[src/rtl/nwd_seq.sv]
// nwd_seq: valid/ready sequencer in front of the subtraction GCD core.
// Accepts operand pairs, starts the core, counts its steps and returns
// the result. Pairs with a zero operand are answered locally because the
// core would never reach a == b for them.
module nwd_seq #(
   parameter int W  = 16,
   parameter int CW = 16
) (
   input  logic          clk,
   input  logic          rst,
   input  logic          in_valid,
   output logic          in_ready,
   input  logic [W-1:0]  in_x,
   input  logic [W-1:0]  in_y,
   output logic          nwd_ini,
   output logic [W-1:0]  nwd_x,
   output logic [W-1:0]  nwd_y,
   input  logic [W-1:0]  nwd_o,
   input  logic          nwd_fin,
   output logic          out_valid,
   input  logic          out_ready,
   output logic [W-1:0]  out_gcd,
   output logic [CW-1:0] out_cycles
);

   localparam logic [1:0] IDLE = 2'd0;
   localparam logic [1:0] LOAD = 2'd1;
   localparam logic [1:0] RUN  = 2'd2;
   localparam logic [1:0] DONE = 2'd3;

   logic [1:0]    state;
   logic [W-1:0]  op_x;
   logic [W-1:0]  op_y;
   logic [CW-1:0] cnt;

   // Handshake flags and the core strobe are pure state decodes, so there
   // is no combinational path from in_valid/out_ready to any output.
   assign in_ready  = (state == IDLE);
   assign out_valid = (state == DONE);
   assign nwd_ini   = (state == LOAD);
   // The operand registers feed the core directly; they only change on
   // accept, so the core sees stable values for the whole job.
   assign nwd_x     = op_x;
   assign nwd_y     = op_y;

   // Job sequencing: accept, load core, count steps until fin, hold result.
   always_ff @(posedge clk or posedge rst) begin
      if (rst) begin
         state      <= IDLE;
         op_x       <= '0;
         op_y       <= '0;
         cnt        <= '0;
         out_gcd    <= '0;
         out_cycles <= '0;
      end else begin
         case (state)
            IDLE: begin
               if (in_valid) begin
                  op_x <= in_x;
                  op_y <= in_y;
                  cnt  <= '0;
                  if (in_x == '0 || in_y == '0) begin
                     // gcd(0,y) = y and gcd(0,0) = 0; the core is never started.
                     out_gcd    <= in_x | in_y;
                     out_cycles <= '0;
                     state      <= DONE;
                  end else begin
                     state <= LOAD;
                  end
               end
            end
            LOAD: begin
               // fin here still reflects the previous job; ignore it.
               state <= RUN;
            end
            RUN: begin
               if (nwd_fin) begin
                  out_gcd    <= nwd_o;
                  out_cycles <= cnt;
                  state      <= DONE;
               end else if (cnt != {CW{1'b1}}) begin
                  cnt <= cnt + 1'b1;
               end
            end
            default: begin
               // DONE: result held until the consumer takes it. Returning to
               // IDLE first guarantees a gap cycle before the next accept.
               if (out_ready) state <= IDLE;
            end
         endcase
      end
   end

endmodule

[config.mk]
export PLATFORM = sky130hd
export DESIGN_NAME = nwd_seq
export DESIGN_NICKNAME = d
export VERILOG_FILES = /design/src/rtl/nwd_seq.sv
export SDC_FILE = /design/constraint.sdc
export NUM_CORES = 1
export LEC_CHECK = 0
export ABC_AREA = 1
export CORE_MARGIN = 4
export CORE_UTILIZATION = 45
export DETAILED_ROUTE_END_ITERATION = 6
export PLACE_DENSITY = 0.76
export SLEW_MARGIN = 40
export SYNTH_ARGS = -nofsm -noshare
export SYNTH_HDL_FRONTEND = slang
export SYNTH_SLANG_ARGS = --single-unit
[constraint.sdc]
create_clock -name clk -period 3.6 [get_ports clk]
set_clock_uncertainty 0.1 [all_clocks]
set_input_delay 0.54 -clock clk [delete_from_list [all_inputs] [get_ports clk]]
set_output_delay 0.54 -clock clk [all_outputs]
set_load 0.1 [all_outputs]
==> impl_metrics.yaml <==
setup_path:
  crit_slowest_cell: "nand2_2"
  crit_fanout: 32
  r2r_start: "state[0]"
  crit_path_start: "in_y[0]"
  worst-path-buf-inv: 1
  end_kind: "register"
  slowest_delay_ps: 490
  critical_path.top_delay_family: "simple AND/OR/NAND/NOR gates"
  critical_path_class: "input port to register"
  cp_cell_sequence: "clkdlybuf4s50_1 > nor2_1 > nand2_1 > nor2_1 > nand2_1 > nand3_1 > nand2_2 > nand2_1 > nand2_1"
  arrival_ps: 2590
  start_kind: "input port"
  cpMostUsedCell: "nand2_1"
  cp.required_ps: 3740
  regToRegSetupSlack_ps: 1190
cts:
  hold_buffers: 0
  cts_setup_buffers: 0
  tritoncts_num_sinks: 82
  post_cts_resized: 0
  clock_latency_ps: 350
  cts_tree: "built"
  h-tree-depth: 3
  cts_root_buf: "clkbuf_8"
  cts.reportedPaths.clkPinSlew_ps: 80
  cts_buffer_depth: 2
  cts-buffers-inserted: 9
synthesis:
  yosysWarnings: 0
  yosysMostFrequentCell: "nand2_1"
  ys_top_cells_by_count: "nand2_1 (177), dfrtp_1 (82), o21ai_0 (47)"
  netlist_top_cells_area: "dfrtp_1 (50%), nand2_1 (16%), o21ai_0 (5.7%), mux2_2 (5.5%), nand3_1 (4.1%)"
  synthArstFlopShare_pct: 100
  ys_ff_latch: 82
  synth_top_area_share_pct: 49.7
  synthesis.nets: 566
  ys.flop_type: "dfrtp_1"
  netlist_area_sq_um: 4130
  synth_edf_count: 0
  syn_area_per_cell_sq_um: 8.13
  synth_cells: 508
  ys_types: 26
  yosysTopAreaCell: "dfrtp_1"
  seq_area_frac_synth_pct: 49.7
sta:
  tightest_slew_ps: 588
  setup_slack_ps: 1150
  clock.fmax_ghz: 0.408
  hold_viol: 0
  post-route-period-util_pct: 68.1
  relSlewSlack_pct: 60.8
  min_period_ps: 2450
  finalSetupViolCount: 0
  tns_ps: 0
  slew_violations: 0
  rsz0062_at_grt: "false"
detailed_routing:
  routed_via_density: 5.18
  drt_iter0_drc: 254
  drtPass1Iterations: 5
  wirelength_um: 10900
  wire_per_inst_um: 15.0
  final_antenna_net_count: 0
  vias: 3788
  drcViolationCount: 0
min_path:
  hold_class: "register to register"
  hold_start: "out_cycles[12]"
die:
  coreArea_sq_um: 8810
  die_w_um: 104
  initial_utilization_pct: 46.9
  die-area_sq_um: 10800
  die_h_um: 104
  ioPinCount: 120
  rows: 34
flow_run:
  cap_violations: 0
final_layout:
  syn_to_final_growth_pct: 26.3
  drive_above_1_share_pct: 18.1
  antenna_cells: 0
  fin_nets: 677
grt:
  grt_max_degree: 67
  grt_usage_pct: 20.2
  grt_pass1_wl_um: 17900
  grt_pass1_vias: 3643
  grt_antenna_before_repair: 0
  grt-ovfl-total: 0
run_status:
  status: "complete, no violations"
place:
  dpl_worst_slack_ps: 757
  gp_congestion: 0.843
  portBuffers: 119
  dp_hpwl_um: 8160
path summary, 6_finish.rpt:
path                       depth (start not counted)        endpoint
min reg2reg                                        2  out_cycles[12]
max in group asynchronous                          3        nwd_x[6]
max reg2reg                                        9  out_cycles[10]
min in group asynchronous                          2   out_cycles[7]
min                                                2  out_cycles[12]
max                                                9  out_cycles[10]
stage by stage:
stage	instance area, sq um	cells	hold slack [ps]	utilization (%)
2_1_floorplan	4130	508	395	-
3_3_place_gp	5350	716	356	60.7
3_5_place_dp	5030	716	355	57.1
4_1_cts	5220	731	376	59.2
5_1_grt	5220	731	385	59.2
6_report	5220	731	369	59.2
cell type report:
cell class	count	area (sq um)
tap	108	135
fill	796	3590
timing repair buffer	124	901
clock inverter	4	53.8
inverter	34	133
clock buffer	11	131
multi-input combinational	368	1810
sequential	82	2050
per-layer routing:
metal / GRT usage, % / vias up / part of all wire (%)
li1: - / 1861 / -
met1: 27.6 / 1765 / 45
met2: 31.4 / 138 / 46
met3: 4.29 / 24 / 6.3
met4: 7.98 / 0 / 2.8
met5: 0 / - / 0
placed cells by master (no fill, tap or decap), drive strengths merged:
cell type      netlist  layout
xor2                 1       1
clkinv               0       2
o21bai               4       4
nand3               34      34
bufinv               0       1
o21ai               48      48
inv                 34      33
a31oi                5       5
nand2              179     179
ha                   5       5
clkdlybuf4s50        0      52
mux2                20      20
a21oi                6       6
dfrtp               82      82
buf                 19      72
nand3b              16      16
o31ai                1       1
nand4                2       2
clkinvlp             0       2
nor2                47      47
clkbuf               5      11
cell families (layout without fill, tap and decap cells):
logic type	count (synthesis)	after routing	synth area share, %
compound gates	64	64	8.30
xor+xnor	1	1	0.212
fa+ha+maj	5	5	1.51
buf+inv	58	173	6.51
flops	82	82	49.7
mux	20	20	5.45
simple gates	278	278	28.3
sequential cells by signal (all words and copies together) (netlist names):
signal / cells
cnt: 16
nwd_x: 16
nwd_y: 16
out_cycles: 16
out_gcd: 16
state: 2
worst register-to-register path: stages (launching register included):
cell	delay, ps
dfrtp_1	420
inv_1	100
ha_1	360
nand2_4	350
o21ai_2	190
inv_2	70
nor2_4	90
nand2_2	340
nand2_1	200
nand2_1	70
Power is left out: the tool's default activity adds up to more than one toggle a clock period on the data nets, which glitch-free logic cannot reach.
